===== config.mk =====
export PLATFORM = sky130hd
export DESIGN_NAME = seg_display_scheduler
export DESIGN_NICKNAME = d
export VERILOG_FILES = /design/src/rtl/seg_display_scheduler.sv
export SDC_FILE = /design/constraint.sdc
export NUM_CORES = 1
export LEC_CHECK = 0
export CAP_MARGIN = 10
export CORE_ASPECT_RATIO = 0.6
export CORE_MARGIN = 3
export CORE_UTILIZATION = 25
export DETAILED_ROUTE_END_ITERATION = 6
export GPL_ROUTABILITY_DRIVEN = 0
export HOLD_SLACK_MARGIN = 0.12
export PLACE_DENSITY = 0.5
export SLEW_MARGIN = 10
export SYNTH_ARGS = -nofsm -noshare
export SYNTH_HDL_FRONTEND = slang
export SYNTH_SLANG_ARGS = --single-unit

===== constraint.sdc =====
create_clock -name clock -period 6.66 [get_ports clock]
set_input_delay 1.332 -clock clock [delete_from_list [all_inputs] [get_ports clock]]
set_output_delay 1.332 -clock clock [all_outputs]
set_load 0.005 [all_outputs]

===== src/rtl/seg_display_scheduler.sv =====
// Round-robin scheduler that shares one binary-to-BCD converter and one 4-digit display
// among several measurement sources, holding each converted result for a dwell period.
module seg_display_scheduler #(
   parameter int NUM_SRC      = 4,
   parameter int DWELL_CYCLES = 50000000,
   parameter int CONV_TIMEOUT = 20000
) (
   input  logic                    clock,
   input  logic                    reset,
   input  logic [NUM_SRC-1:0]      src_valid,
   input  logic [14*NUM_SRC-1:0]   src_value,
   output logic [NUM_SRC-1:0]      src_ack,
   input  logic                    hold,
   output logic                    conv_start,
   output logic [13:0]             conv_number,
   input  logic                    conv_done,
   input  logic [15:0]             conv_digits,
   output logic [15:0]             disp_digits,
   output logic [2:0]              disp_src,
   output logic                    disp_valid,
   output logic                    conv_error
);

   localparam int DW = $clog2(DWELL_CYCLES + 1);
   localparam int TW = $clog2(CONV_TIMEOUT + 1);

   typedef enum logic [1:0] {S_IDLE, S_START, S_WAIT, S_DWELL} state_t;

   state_t               r_state;
   logic [2:0]           r_last;
   logic [2:0]           r_sel;
   logic [13:0]          r_number;
   logic                 r_start;
   logic [NUM_SRC-1:0]   r_ack;
   logic [15:0]          r_digits;
   logic [2:0]           r_disp_src;
   logic                 r_vld;
   logic                 r_err;
   logic [DW-1:0]        r_dwell_cnt;
   logic [TW-1:0]        r_wait_cnt;

   logic                 w_found;
   logic [2:0]           w_next;
   logic [13:0]          w_next_val;
   logic [13:0]          w_sel_val;
   logic                 w_sel_valid;

   // The display only has four digits, so anything larger pins at 9999.
   function automatic logic [13:0] clamp_value(input logic [13:0] v);
      return (v > 14'd9999) ? 14'd9999 : v;
   endfunction

   // First valid source strictly after the last one served, wrapping around.
   always_comb begin
      w_found    = 1'b0;
      w_next     = '0;
      w_next_val = '0;
      for (int k = 1; k <= NUM_SRC; k++) begin
         for (int i = 0; i < NUM_SRC; i++) begin
            if (!w_found && src_valid[i] && (i == (int'(r_last) + k) % NUM_SRC)) begin
               w_found    = 1'b1;
               w_next     = 3'(i);
               w_next_val = src_value[i*14 +: 14];
            end
         end
      end
   end

   always_comb begin
      w_sel_val   = '0;
      w_sel_valid = 1'b0;
      for (int i = 0; i < NUM_SRC; i++) begin
         if (3'(i) == r_sel) begin
            w_sel_val   = src_value[i*14 +: 14];
            w_sel_valid = src_valid[i];
         end
      end
   end

   always_ff @(posedge clock) begin
      if (reset) begin
         r_state     <= S_IDLE;
         r_last      <= 3'(NUM_SRC - 1);
         r_sel       <= '0;
         r_number    <= '0;
         r_start     <= 1'b0;
         r_ack       <= '0;
         r_digits    <= '0;
         r_disp_src  <= '0;
         r_vld       <= 1'b0;
         r_err       <= 1'b0;
         r_dwell_cnt <= '0;
         r_wait_cnt  <= '0;
      end else begin
         r_start <= 1'b0;
         r_ack   <= '0;
         case (r_state)
            S_IDLE: begin
               if (w_found) begin
                  r_sel    <= w_next;
                  r_number <= clamp_value(w_next_val);
                  r_start  <= 1'b1;
                  r_state  <= S_START;
               end
            end
            S_START: begin
               r_wait_cnt <= '0;
               r_state    <= S_WAIT;
            end
            S_WAIT: begin
               // done seen in the first WAIT cycle is left over from the previous conversion
               if (conv_done && (r_wait_cnt != '0)) begin
                  r_digits    <= conv_digits;
                  r_disp_src  <= r_sel;
                  r_vld       <= 1'b1;
                  r_ack       <= NUM_SRC'(1) << r_sel;
                  r_last      <= r_sel;
                  r_dwell_cnt <= '0;
                  r_state     <= S_DWELL;
               end else if (r_wait_cnt == TW'(CONV_TIMEOUT - 1)) begin
                  r_err   <= 1'b1;
                  r_last  <= r_sel;
                  r_state <= S_IDLE;
               end else begin
                  r_wait_cnt <= r_wait_cnt + TW'(1);
               end
            end
            S_DWELL: begin
               if (r_dwell_cnt == DW'(DWELL_CYCLES - 1)) begin
                  if (hold && w_sel_valid) begin
                     r_number <= clamp_value(w_sel_val);
                     r_start  <= 1'b1;
                     r_state  <= S_START;
                  end else begin
                     r_state <= S_IDLE;
                  end
               end else begin
                  r_dwell_cnt <= r_dwell_cnt + DW'(1);
               end
            end
            default: r_state <= S_IDLE;
         endcase
      end
   end

   assign src_ack     = r_ack;
   assign conv_start  = r_start;
   assign conv_number = r_number;
   assign disp_digits = r_digits;
   assign disp_src    = r_disp_src;
   assign disp_valid  = r_vld;
   assign conv_error  = r_err;

endmodule


---- Word-level counts from Yosys, hierarchy flattened ----
Index checks and enable logic that the tools add are counted.
word-level totals
  bits in registers ....................... 88
  latch bits .............................. 0
  RAM bits ................................ 0
  ROM bits ................................ 0
  input bits .............................. 80
  word-level logic and storage cells ...... 206
  memories kept ........................... 0
cells by class
  $add $sub $neg .......................... 6
  multiply operators ...................... 0
  divide/modulo/power cells ............... 0
  $lt $le $gt $ge ......................... 2
  eq/ne operators ......................... 28
  shift-type cells ........................ 1
  mux-type cells .......................... 79
  bitwise logic cells ..................... 6
  reductions and logical operators ........ 72
operators by type and width
  operator               number
  $mux 14                25
  $logic_not 32->1       4
  $mux 26                2
  $pmux 26 s2            1
  $mux 3                 14
  $logic_and 1x1->1      33
  $mux 15                2
  $pmux 15 s2            1
  $gt 14x14->1 const B   2
  $pmux 14 s2            1
  $add 26x1->26 const B  1
  $eq 26x26->1 const B   1
  $mux 1                 25
  $eq 3x3->1 const A     8
  $eq 2x3->1 const A     6
  $add 15x1->15 const B  1
  $eq 15x15->1 const B   1
  $logic_not 1->1        15
  $reduce_bool 15->1     1
  $ne 2x2->1 const B     7
  $mux 2                 6
  $reduce_and 3->1       4
  $pmux 2 s4             1
  $reduce_bool 2->1      4
  16 further kinds       28

---- Logic depth before layout (Yosys ltp) ----
Gate-level depths: netlist of run 1.
  depth in word-level cells ............... 70
  depth in mapped cells ................... 12
  gate-level depth less buffers ........... 11

---- Least setup slack after synthesis of run 1 ----
OpenSTA, ideal clock, no wires.
  kind .................................... input port to flip-flop
  start ................................... in src_valid[1]
  end ..................................... reg r_number[5], in the netlist conv_number[5]
  data arrival time ....................... 3.415 ns
  data required time ...................... 6.586 ns
  path slack .............................. 3.172 ns
  stages on the path ...................... 11
  path buffers ............................ 2
  cell sequence ........................... buf_4 -> or3b_4 -> or2_1 -> clkbuf_2 -> o221a_1 -> a211oi_2 -> o2111ai_1 -> a21o_1 -> o21bai_4 -> o21a_1 -> nor3_2
on the way
  longest elaborated chain between the ends .. 63
  elaborated cells between the ends (all ways) .. 85
ends and longest elaborated chain
  what                             RTL line  text
  start, declared                  10        input logic [NUM_SRC-1:0] src_valid,
  $logic_and 1x1->1 (2 in series)  60        if (!w_found && src_valid[i] && (i == (int'(r_last) + k) % NUM_SRC)) begin
  $mux 1                           60
  $logic_not 1->1                  60
  $logic_and 1x1->1 (2 in series)  60
  $mux 1                           60
  $logic_not 1->1                  60
  $logic_and 1x1->1 (2 in series)  60
  $mux 1                           60
  (+43 left out)                   n/a
  $mux 1                           60
  $logic_not 1->1                  60
  $logic_and 1x1->1 (2 in series)  60
  $mux 14                          60
  $gt 14x14->1                     50        return (v > 14'd9999) ? 14'd9999 : v;
  $mux 14                          50
  $mux 14                          99        if (w_found) begin
  $pmux 14 s2                      97        case (r_state)
  end signal, assigned             101       r_number <= clamp_value(w_next_val);
  end signal, assigned             131       r_number <= clamp_value(w_sel_val);
  end, declared                    32        logic [13:0] r_number;
Several ways; a longest one is shown, not always the timed one. The select of a mux whose other input is x is not followed.
A chain may end at the register's enable or synchronous reset.

---- Worst setup path in the final report of run 1 ----
  start ................................... in src_valid[1]
  end ..................................... reg r_number[7], in the netlist conv_number[7]
Same word-level chain as after synthesis.

==> results of run 1 <==
## registers in the layout (all words and copies together), names as in the netlist
register     count
r_sel            2
conv_number     14
r_state          2
r_wait_cnt      15
disp_valid       1
disp_digits     16
r_last           2
disp_src         2
conv_start       1
conv_error       1
src_ack          4
r_dwell_cnt     26
## power groups by stage
| stage | Clock [W] | Sequential (W) | Combinational, W |
|---|---|---|---|
| floorplan | 0 | 0.000607 | 0.000461 |
| global placement | 0 | 0.000643 | 0.000728 |
| detailed placement | 0 | 0.000642 | 0.000727 |
| CTS | 0.000532 | 0.000631 | 0.000729 |
| global route | 0.000551 | 0.000639 | 0.000802 |
| finish | 0.000512 | 0.000631 | 0.000737 |
## cells in the mapped netlist (5+ instances only)
cell	count
buf_2	16
a211oi_1	6
nand2_1	102
a22oi_1	6
o31a_1	8
nor3_1	20
a211o_1	5
a222oi_1	10
o22ai_1	23
a32o_1	6
or2_2	8
nand2b_1	10
xor2_1	16
nand3_1	23
a221o_1	6
and3_1	10
nor3_2	5
clkbuf_1	32
mux4_2	14
inv_1	23
or3_1	13
nor2_1	85
ha_1	7
dfxtp_1	86
nand4_1	13
o21ai_0	23
o21a_1	6
a21oi_1	63
o21ai_1	8
nor2b_1	11
xnor2_1	6
o221ai_1	14
nand3b_1	8
nor4_1	8
## metal layers
metal | vias up | track usage | wire, µm
li1 | 3177 | - | -
met1 | 3278 | 0.276 | 12200
met2 | 382 | 0.225 | 9080
met3 | 35 | 0.0836 | 3180
met4 | 2 | 0.0368 | 290
met5 | - | 0.0155 | 55
## worst max-delay path, stage by stage
cell,delay [ps]
clkdlybuf4s50_1,960
or2_1,580
nor2_1,860
a22oi_1,220
a32o_1,310
a21oi_1,260
nand4_1,200
o21bai_4,360
o21a_1,180
nor3_2,40
## worst max-delay path by stage
stage | start | to | slack (ps)
2_1_floorplan | src_valid[1] | conv_number[5]$_SDFFE_PP0P_ | 3170
3_3_place_gp | src_valid[2] | conv_number[6]$_SDFFE_PP0P_ | 1430
3_5_place_dp | src_valid[2] | conv_number[3]$_SDFFE_PP0P_ | 1430
4_1_cts | src_valid[2] | conv_number[7]$_SDFFE_PP0P_ | 1810
5_1_grt | src_valid[1] | conv_number[0]$_SDFFE_PP0P_ | 1380
6_report | src_valid[1] | conv_number[7]$_SDFFE_PP0P_ | 1580
## cell families (layout without fill, tap and decap cells)
kind of cell             count (synthesis)  in the layout  synth area share
AO/OA/AOI/OAI                          234            234             0.267
XOR/XNOR                                22             22            0.0308
adder cells (fa/ha/maj)                  7              7            0.0140
buffers and inverters                   82            165            0.0592
flip-flops                              86             86             0.275
multiplexers                            18             18            0.0570
other                                    1              1          0.000600
AND/OR/NAND/NOR                        356            356             0.296
## stage by stage
step                      hold slack [ps]  setup slack [ps]
after global placement                442              1430
after detailed placement              448              1430
final                                 454              1580
after CTS                             455              1810
after floorplan                       448              3170
after global routing                  472              1380
## final cells by class
type | count | area share
Multi-Input combinational cell | 638 | 0.526
Sequential cell | 86 | 0.218
Timing Repair Buffer | 127 | 0.157
Tap cell | 322 | 0.0509
Clock buffer | 10 | 0.0302
Inverter | 23 | 0.0109
Clock inverter | 5 | 0.00759
==> flow_summary.ini, run 1 <==
[outcome]
status = completed

[grt]
track_usage = 0.182
grt_pass1_vias = 6291
grt_first_pass_wirelength_mm = 38.3
grt.overflow.total = 0
grt_max_degree = 45
grt_antenna_before_repair = 0

[yosys]
ys_seq_area_frac = 0.275
ys.flop_type = dfxtp_1
synth_area_um2 = 6250
avgSynthCellArea_um2 = 7.76
synthCells = 806
synth.area.top_cells = dfxtp_1, nand2_1, nor2_1
synth_edf_count = 0
syn-num-nets = 893
synth-seq-cells = 86
synthArstFlopShare = 0
yosysTopAreaCell = dfxtp_1
synth_warnings = 0
synth_top_area_frac = 0.275
ys_types = 88

[route]
drtIter0Drc = 889
wire_per_inst_um = 20.5
postRouteAntennaNets = 0
wl_mm = 24.8
vias = 6874
drc_errors = 0
viasPerCell = 5.68
first_pass_iters = 6

[cells_and_area]
fin_util = 0.324
antenna_cells = 0
seqCellArea_um2 = 1720
fillers = 2593
multi_input_area_um2 = 4160
fin_area_um2 = 7910
final_cells = 1211
layout_commonest_cell = clkdlybuf4s50_1
area_delta_synth_final_pct = 26.6
fin_nets = 972
mostFrequentLayoutCells = clkdlybuf4s50_1, nand2_1, dfxtp_1
drive_gt1_frac = 0.0765

[setup_path]
reg2regPathDepth = 10
critPathRequiredTime_ps = 6880
reg2reg_to = conv_number[0]$_SDFFE_PP0P_
cp_max_fo = 29
end_kind = flop
cp-start-kind = input port
r2r_start = r_last[0]$_SDFFE_PP1P_
reg2reg_slack_ps = 2870
cp.arrival_ps = 5300
path_class = input port to flop

[cts]
htree_levels = 3
cts.path.max_buffers = 2
postCtsSetupRepairBufs = 0
insertion_delay_ps = 350
clk_pin_slew_worst_paths_ps = 60
cts_tree = yes
postCtsHoldBufs = 0
cts_resized = 0
cts_buffers = 9
cts_sinks = 86
clockRootBuffer = clkbuf_16

[sta]
finalCritPeriodShare = 0.762
slew_headroom = 0.276
fin_skew_ps = 5.98
rsz0062_at_grt = false
hold_violations = 0
min_period_ps = 5080
worst_pin_slew_ps = 1080
fin_setup_tns_ps = 0
slew_violations = 0
finalSetupViolations = 0
fmax_ghz = 0.197

[worst_hold_path]
min_path_cells = 2
min_from = disp_digits[8]$_SDFFE_PP0P_
hold_class = flop to flop
hold_end = disp_digits[8]$_SDFFE_PP0P_

[power_and_ir_drop]
p_switching_w = 0.000685
ir_worst_vdd_v = 0.000132
p_int_w = 0.00120
netSwitchingFraction = 0.364
power_frac_clock = 0.272
p_total_w = 0.00188
seqPwrFrac = 0.336
leakagePower_nw = 2.70
cellPowerDensity_nw_per_um2 = 238
p_comb_frac = 0.392

[die]
initial_utilization = 0.256
dieHeight_um = 128
fp.dieArea_um2 = 27000
num_rows = 44
coreArea_um2 = 24400
io_pins = 120
fp.dieW_um = 210

[job]
maxCapViolations = 0

[placed_design]
place_area_um2 = 7610
portBuffers = 118
placed_cells = 1196
dpl.hpwl_mm = 18.7
No activity file was read; power rests on OpenSTA's default activity.
==> run 2, diff against run 1 <==
--- a/config.mk
+++ b/config.mk
@@ -12,7 +12,7 @@
 export DETAILED_ROUTE_END_ITERATION = 6
 export GPL_ROUTABILITY_DRIVEN = 0
 export HOLD_SLACK_MARGIN = 0.12
-export PLACE_DENSITY = 0.5
+export PLACE_DENSITY = 0.52
 export SLEW_MARGIN = 10
 export SYNTH_ARGS = -nofsm -noshare
 export SYNTH_HDL_FRONTEND = slang
==> constraint.sdc (replaced) <==
create_clock -name clock -period 4.2 [get_ports clock]
set_input_delay 0.84 -clock clock [delete_from_list [all_inputs] [get_ports clock]]
set_output_delay 0.84 -clock clock [all_outputs]
set_load 0.005 [all_outputs]
==> run 2 against run 1 <==
The run now ends with DRC left. Wire length grew 1.6%. Non-clock buffer count grew 44. Global-route usage grew 0.20 points. Largest power group unchanged. Via count grew 0.48%. Setup slack lost 1200 ps.
==> flow_summary.ini, run 2 (synthesis results as in run 1) <==
[outcome]
status = finished, violations left
violations = DRC

[setup_path]
reg2reg_to = conv_number[6]$_SDFFE_PP0P_
path_class = input port to flop
r2r_start = r_last[0]$_SDFFE_PP1P_
critPathRequiredTime_ps = 4470
cp_max_fo = 30
cp.arrival_ps = 4120
end_kind = flop
reg2reg_slack_ps = 520
cp-start-kind = input port
reg2regPathDepth = 12

[cells_and_area]
largest_reg_flops = 26
drive_gt1_frac = 0.119
fin_area_um2 = 8280
antenna_cells = 0
fin_nets = 1016
top_register = r_dwell_cnt
mostFrequentLayoutCells = clkdlybuf4s50_1, nand2_1, dfxtp_1
layout_commonest_cell = clkdlybuf4s50_1
area_delta_synth_final_pct = 32.5

[route]
wl_mm = 25.2
drtIter0Drc = 879
viasPerCell = 5.50
vias = 6907
first_pass_iters = 7
drc_errors = 1
wire_per_inst_um = 20.1
postRouteAntennaNets = 0

[grt]
grt_max_degree = 35
track_usage = 0.184
grt_pass1_vias = 6500
grt_first_pass_wirelength_mm = 38.7
grt_antenna_before_repair = 0
grt.overflow.total = 0

[cts]
clk_pin_slew_worst_paths_ps = 60
insertion_delay_ps = 350
postCtsHoldBufs = 0
cts_resized = 0
cts_buffers = 9
cts_sinks = 86
postCtsSetupRepairBufs = 0
cts.path.max_buffers = 2
clockRootBuffer = clkbuf_16
htree_levels = 3
cts_tree = yes

[sta]
finalCritPeriodShare = 0.916
hold_violations = 0
fin_skew_ps = 12.4
slew_headroom = 0.276
finalSetupViolations = 0
worst_pin_slew_ps = 1090
fmax_ghz = 0.260
slew_violations = 0
min_period_ps = 3850
rsz0062_at_grt = false
fin_setup_tns_ps = 0

[power_and_ir_drop]
seqPwrFrac = 0.331
netSwitchingFraction = 0.365
p_comb_frac = 0.406
cellPowerDensity_nw_per_um2 = 363
p_int_w = 0.00191
p_switching_w = 0.00110
ir_worst_vdd_v = 0.000228
leakagePower_nw = 2.92
power_frac_clock = 0.263

[worst_hold_path]
min_path_cells = 2
hold_end = disp_digits[14]$_SDFFE_PP0P_
min_from = disp_digits[14]$_SDFFE_PP0P_
hold_class = flop to flop

[die]
num_rows = 44
fp.dieW_um = 210
io_pins = 120
dieHeight_um = 128
fp.dieArea_um2 = 27000
initial_utilization = 0.256
coreArea_um2 = 24400

[placed_design]
portBuffers = 118
place_area_um2 = 7990
dpl.hpwl_mm = 19.5

[job]
maxCapViolations = 0
-- run 2: changes by cell type in the layout (fill, tap and decap cells not counted), sizes merged --
cell	before	now
clkinvlp	1	2
buf	10	54
clkinv	3	1
inv	23	24
-- run 2: through the flow --
stage | instances | total power (W) | setup WS [ps] | utilization | hold slack (ps)
2_1_floorplan | 806 | 0.00169 | 1200 | - | 448
3_3_place_gp | 1240 | 0.00221 | 168 | 0.328 | 441
3_5_place_dp | 1240 | 0.00221 | 129 | 0.328 | 450
4_1_cts | 1255 | 0.00301 | 492 | 0.340 | 460
5_1_grt | 1255 | 0.00320 | 248 | 0.340 | 475
6_report | 1255 | 0.00301 | 351 | 0.340 | 455
-- run 2: routing by layer --
layer  global-route usage  wire (µm)
met5                    0          0
met4               0.0337        298
met3               0.0882       3590
met1                0.284      12500
met2                0.222       8850
-- run 2: critical path: stages --
cell and delay (ps):
clkdlybuf4s50_1 500, buf_12 200, or3b_2 520, or3_1 520, o221ai_1 240, o22ai_1 130
nor4_2 610, o21bai_4 220, o21a_1 230, nor3_2 100
-- run 2: worst max path at each step --
stage | start | end | slack [ps]
finish | src_valid[0] | conv_number[6]$_SDFFE_PP0P_ | 350
global route | src_valid[0] | conv_number[6]$_SDFFE_PP0P_ | 250
CTS | src_valid[0] | conv_number[6]$_SDFFE_PP0P_ | 490
detailed placement | src_valid[0] | conv_number[3]$_SDFFE_PP0P_ | 130
global placement | src_valid[0] | conv_number[1]$_SDFFE_PP0P_ | 170
floorplan | src_valid[1] | conv_number[5]$_SDFFE_PP0P_ | 1200
-- run 2: cell type report --
| class | count | area [µm²] |
|---|---|---|
| Clock buffer | 10 | 229 |
| Sequential cell | 86 | 1720 |
| Timing Repair Buffer | 171 | 1620 |
| Tap cell | 322 | 403 |
| Fill cell | 2540 | 16100 |
| Inverter | 23 | 86.3 |
| Multi-Input combinational cell | 638 | 4160 |
| Clock inverter | 5 | 58.8 |
-- run 2: power by group through the flow --
stage / registers, W / clock network [W] / logic, W
6_report: 0.000994 / 0.000792 / 0.00122
3_3_place_gp: 0.00101 / 0 / 0.00120
4_1_cts: 0.000990 / 0.000820 / 0.00120
3_5_place_dp: 0.00101 / 0 / 0.00120
5_1_grt: 0.00100 / 0.000857 / 0.00134
2_1_floorplan: 0.000962 / 0 / 0.000730
==> run 3, diff against run 2 <==
--- a/config.mk
+++ b/config.mk
@@ -12,7 +12,7 @@
 export DETAILED_ROUTE_END_ITERATION = 6
 export GPL_ROUTABILITY_DRIVEN = 0
 export HOLD_SLACK_MARGIN = 0.12
-export PLACE_DENSITY = 0.52
+export PLACE_DENSITY = 0.5
 export SLEW_MARGIN = 10
 export SYNTH_ARGS = -nofsm -noshare
 export SYNTH_HDL_FRONTEND = slang
==> constraint.sdc (replaced) <==
create_clock -name clock -period 4.6 [get_ports clock]
set_input_delay 0.92 -clock clock [delete_from_list [all_inputs] [get_ports clock]]
set_output_delay 0.92 -clock clock [all_outputs]
set_load 0.005 [all_outputs]
==> run 3 against run 2 <==
The flow still finishes with violations (DRC). Clock skew down 3.0 ps. Die area stayed put. Sequential power fell by 7.3%. Setup slack better by 270 ps. Non-clock buffer count decreased by 17. Sequential cell count is the same. Wire length fell by 0.40%. First-iteration DRC count grew 11%. Clock power fell by 8.6%. Via count rose by 0.14%. Final cell count shrank 1.3%. Core utilization down 0.66 points.
==> flow_summary.ini, run 3 (synthesis results as in run 1) <==
[grt]
grt_antenna_before_repair = 0
track_usage = 0.182
grt.overflow.total = 0
grt_max_degree = 34
grt_pass1_vias = 6311
grt_first_pass_wirelength_mm = 38.7

[cells_and_area]
mostFrequentLayoutCells = clkdlybuf4s50_1, nand2_1, nor2_1, dfxtp_1, a21oi_1
largest_reg_flops = 26
drive_gt1_frac = 0.104
fin_nets = 999
seqCellArea_um2 = 1720
fillers = 2553
area_delta_synth_final_pct = 29.9
multi_input_area_um2 = 4160
top_register = r_dwell_cnt
layout_commonest_cell = clkdlybuf4s50_1
antenna_cells = 0

[sta]
fin_skew_ps = 9.39
fin_setup_tns_ps = 0
min_period_ps = 3980
finalCritPeriodShare = 0.866
fmax_ghz = 0.251
hold_violations = 0
worst_pin_slew_ps = 1040
finalSetupViolations = 0
rsz0062_at_grt = false
hold_slack_ps = 456
slew_headroom = 0.308
slew_violations = 0

[power_and_ir_drop]
p_total_w = 0.00273
cellPowerDensity_nw_per_um2 = 336
ir_worst_vdd_v = 0.000168
leakagePower_nw = 2.83

[setup_path]
path_class = input port to flop
cp_slowest_cell = clkdlybuf4s50_1
cp_max_fo = 14
crit_chain = clkdlybuf4s50_1 -> buf_4 -> nand4b_1 -> nor2_1 -> buf_4 -> buf_4 -> a222oi_1 -> o21ai_1 -> nand4_1 -> o21bai_4 -> o21a_1 -> nor3_2
path_buf_inv = 4
cp.arrival_ps = 4200
critPathRequiredTime_ps = 4820
crit_top_cell = buf_4
max_stage_delay_ps = 800
cp-start-kind = input port
end_kind = flop
cp_top_family = buffers and inverters

[route]
first_pass_iters = 7
postRouteAntennaNets = 0
vias = 6917
wire_per_inst_um = 20.3
viasPerCell = 5.58
drtIter0Drc = 973
drc_errors = 33
wl_mm = 25.1

[cts]
postCtsSetupRepairBufs = 0
cts.path.max_buffers = 2
cts_buffers = 9
clk_pin_slew_worst_paths_ps = 60
cts_tree = yes
htree_levels = 3
cts_resized = 0
clockRootBuffer = clkbuf_16
insertion_delay_ps = 340
cts_sinks = 86
postCtsHoldBufs = 0

[placed_design]
portBuffers = 118
dpl.hpwl_mm = 19.3

[die]
fp.dieW_um = 210
num_rows = 44
dieHeight_um = 128
io_pins = 120
initial_utilization = 0.256
fp.dieArea_um2 = 27000
coreArea_um2 = 24400

[worst_hold_path]
hold_class = flop to flop

[outcome]
status = finished, violations left
violations = DRC

[job]
maxCapViolations = 0
## run 3: cell count changes in the layout (fill, tap and decap cells not counted)
cell,change
buf_12,-3
buf_4,-14
clkbuf_1,+1
clkinv_2,+1
clkinv_4,+1
clkinvlp_4,-2
dfxtp_1,-1
dfxtp_2,+1
## run 3: worst min-delay path, stage by stage (launching register included)
cell,delay (ps)
dfxtp_1,310
nand2_1,50
a21oi_1,50
## run 3: final cells by class
class / count / area share
Clock buffer: 11 / 0.0287
Clock inverter: 5 / 0.00709
Inverter: 23 / 0.0106
Multi-Input combinational cell: 638 / 0.512
Sequential cell: 86 / 0.212
Tap cell: 322 / 0.0496
Timing Repair Buffer: 154 / 0.180
## run 3: routing by layer
metal | track usage | up-vias | wire (µm)
li1 | - | 3238 | -
met1 | 0.278 | 3238 | 12200
met2 | 0.226 | 408 | 8970
met3 | 0.0885 | 33 | 3620
met4 | 0.0333 | 0 | 312
met5 | 0 | - | 0
## run 3: worst paths after layout
check                           slack (ps)                      endpoint  cells after the start                         start
worst max-delay path                   620   conv_number[4]$_SDFFE_PP0P_                     12                  src_valid[3]
worst max register to register         990   conv_number[2]$_SDFFE_PP0P_                      9        r_last[0]$_SDFFE_PP1P_
worst min-delay path                   460  disp_digits[14]$_SDFFE_PP0P_                      2  disp_digits[14]$_SDFFE_PP0P_
worst min register to register         460  disp_digits[14]$_SDFFE_PP0P_                      2  disp_digits[14]$_SDFFE_PP0P_
## run 3: through the flow
step	setup slack [ps]	utilization	instance area (µm²)	std cells
final	617	0.333	8120	1239
after floorplan	1520	-	6250	806
after detailed placement	474	0.321	7830	1223
after CTS	833	0.333	8120	1239
after global placement	503	0.321	7830	1223
after global routing	464	0.333	8120	1239
## run 3: report_power, final
group	switching (W)	internal, W
registers	0.000101	0.000819
clock network	0.000302	0.000422
logic	0.000582	0.000500
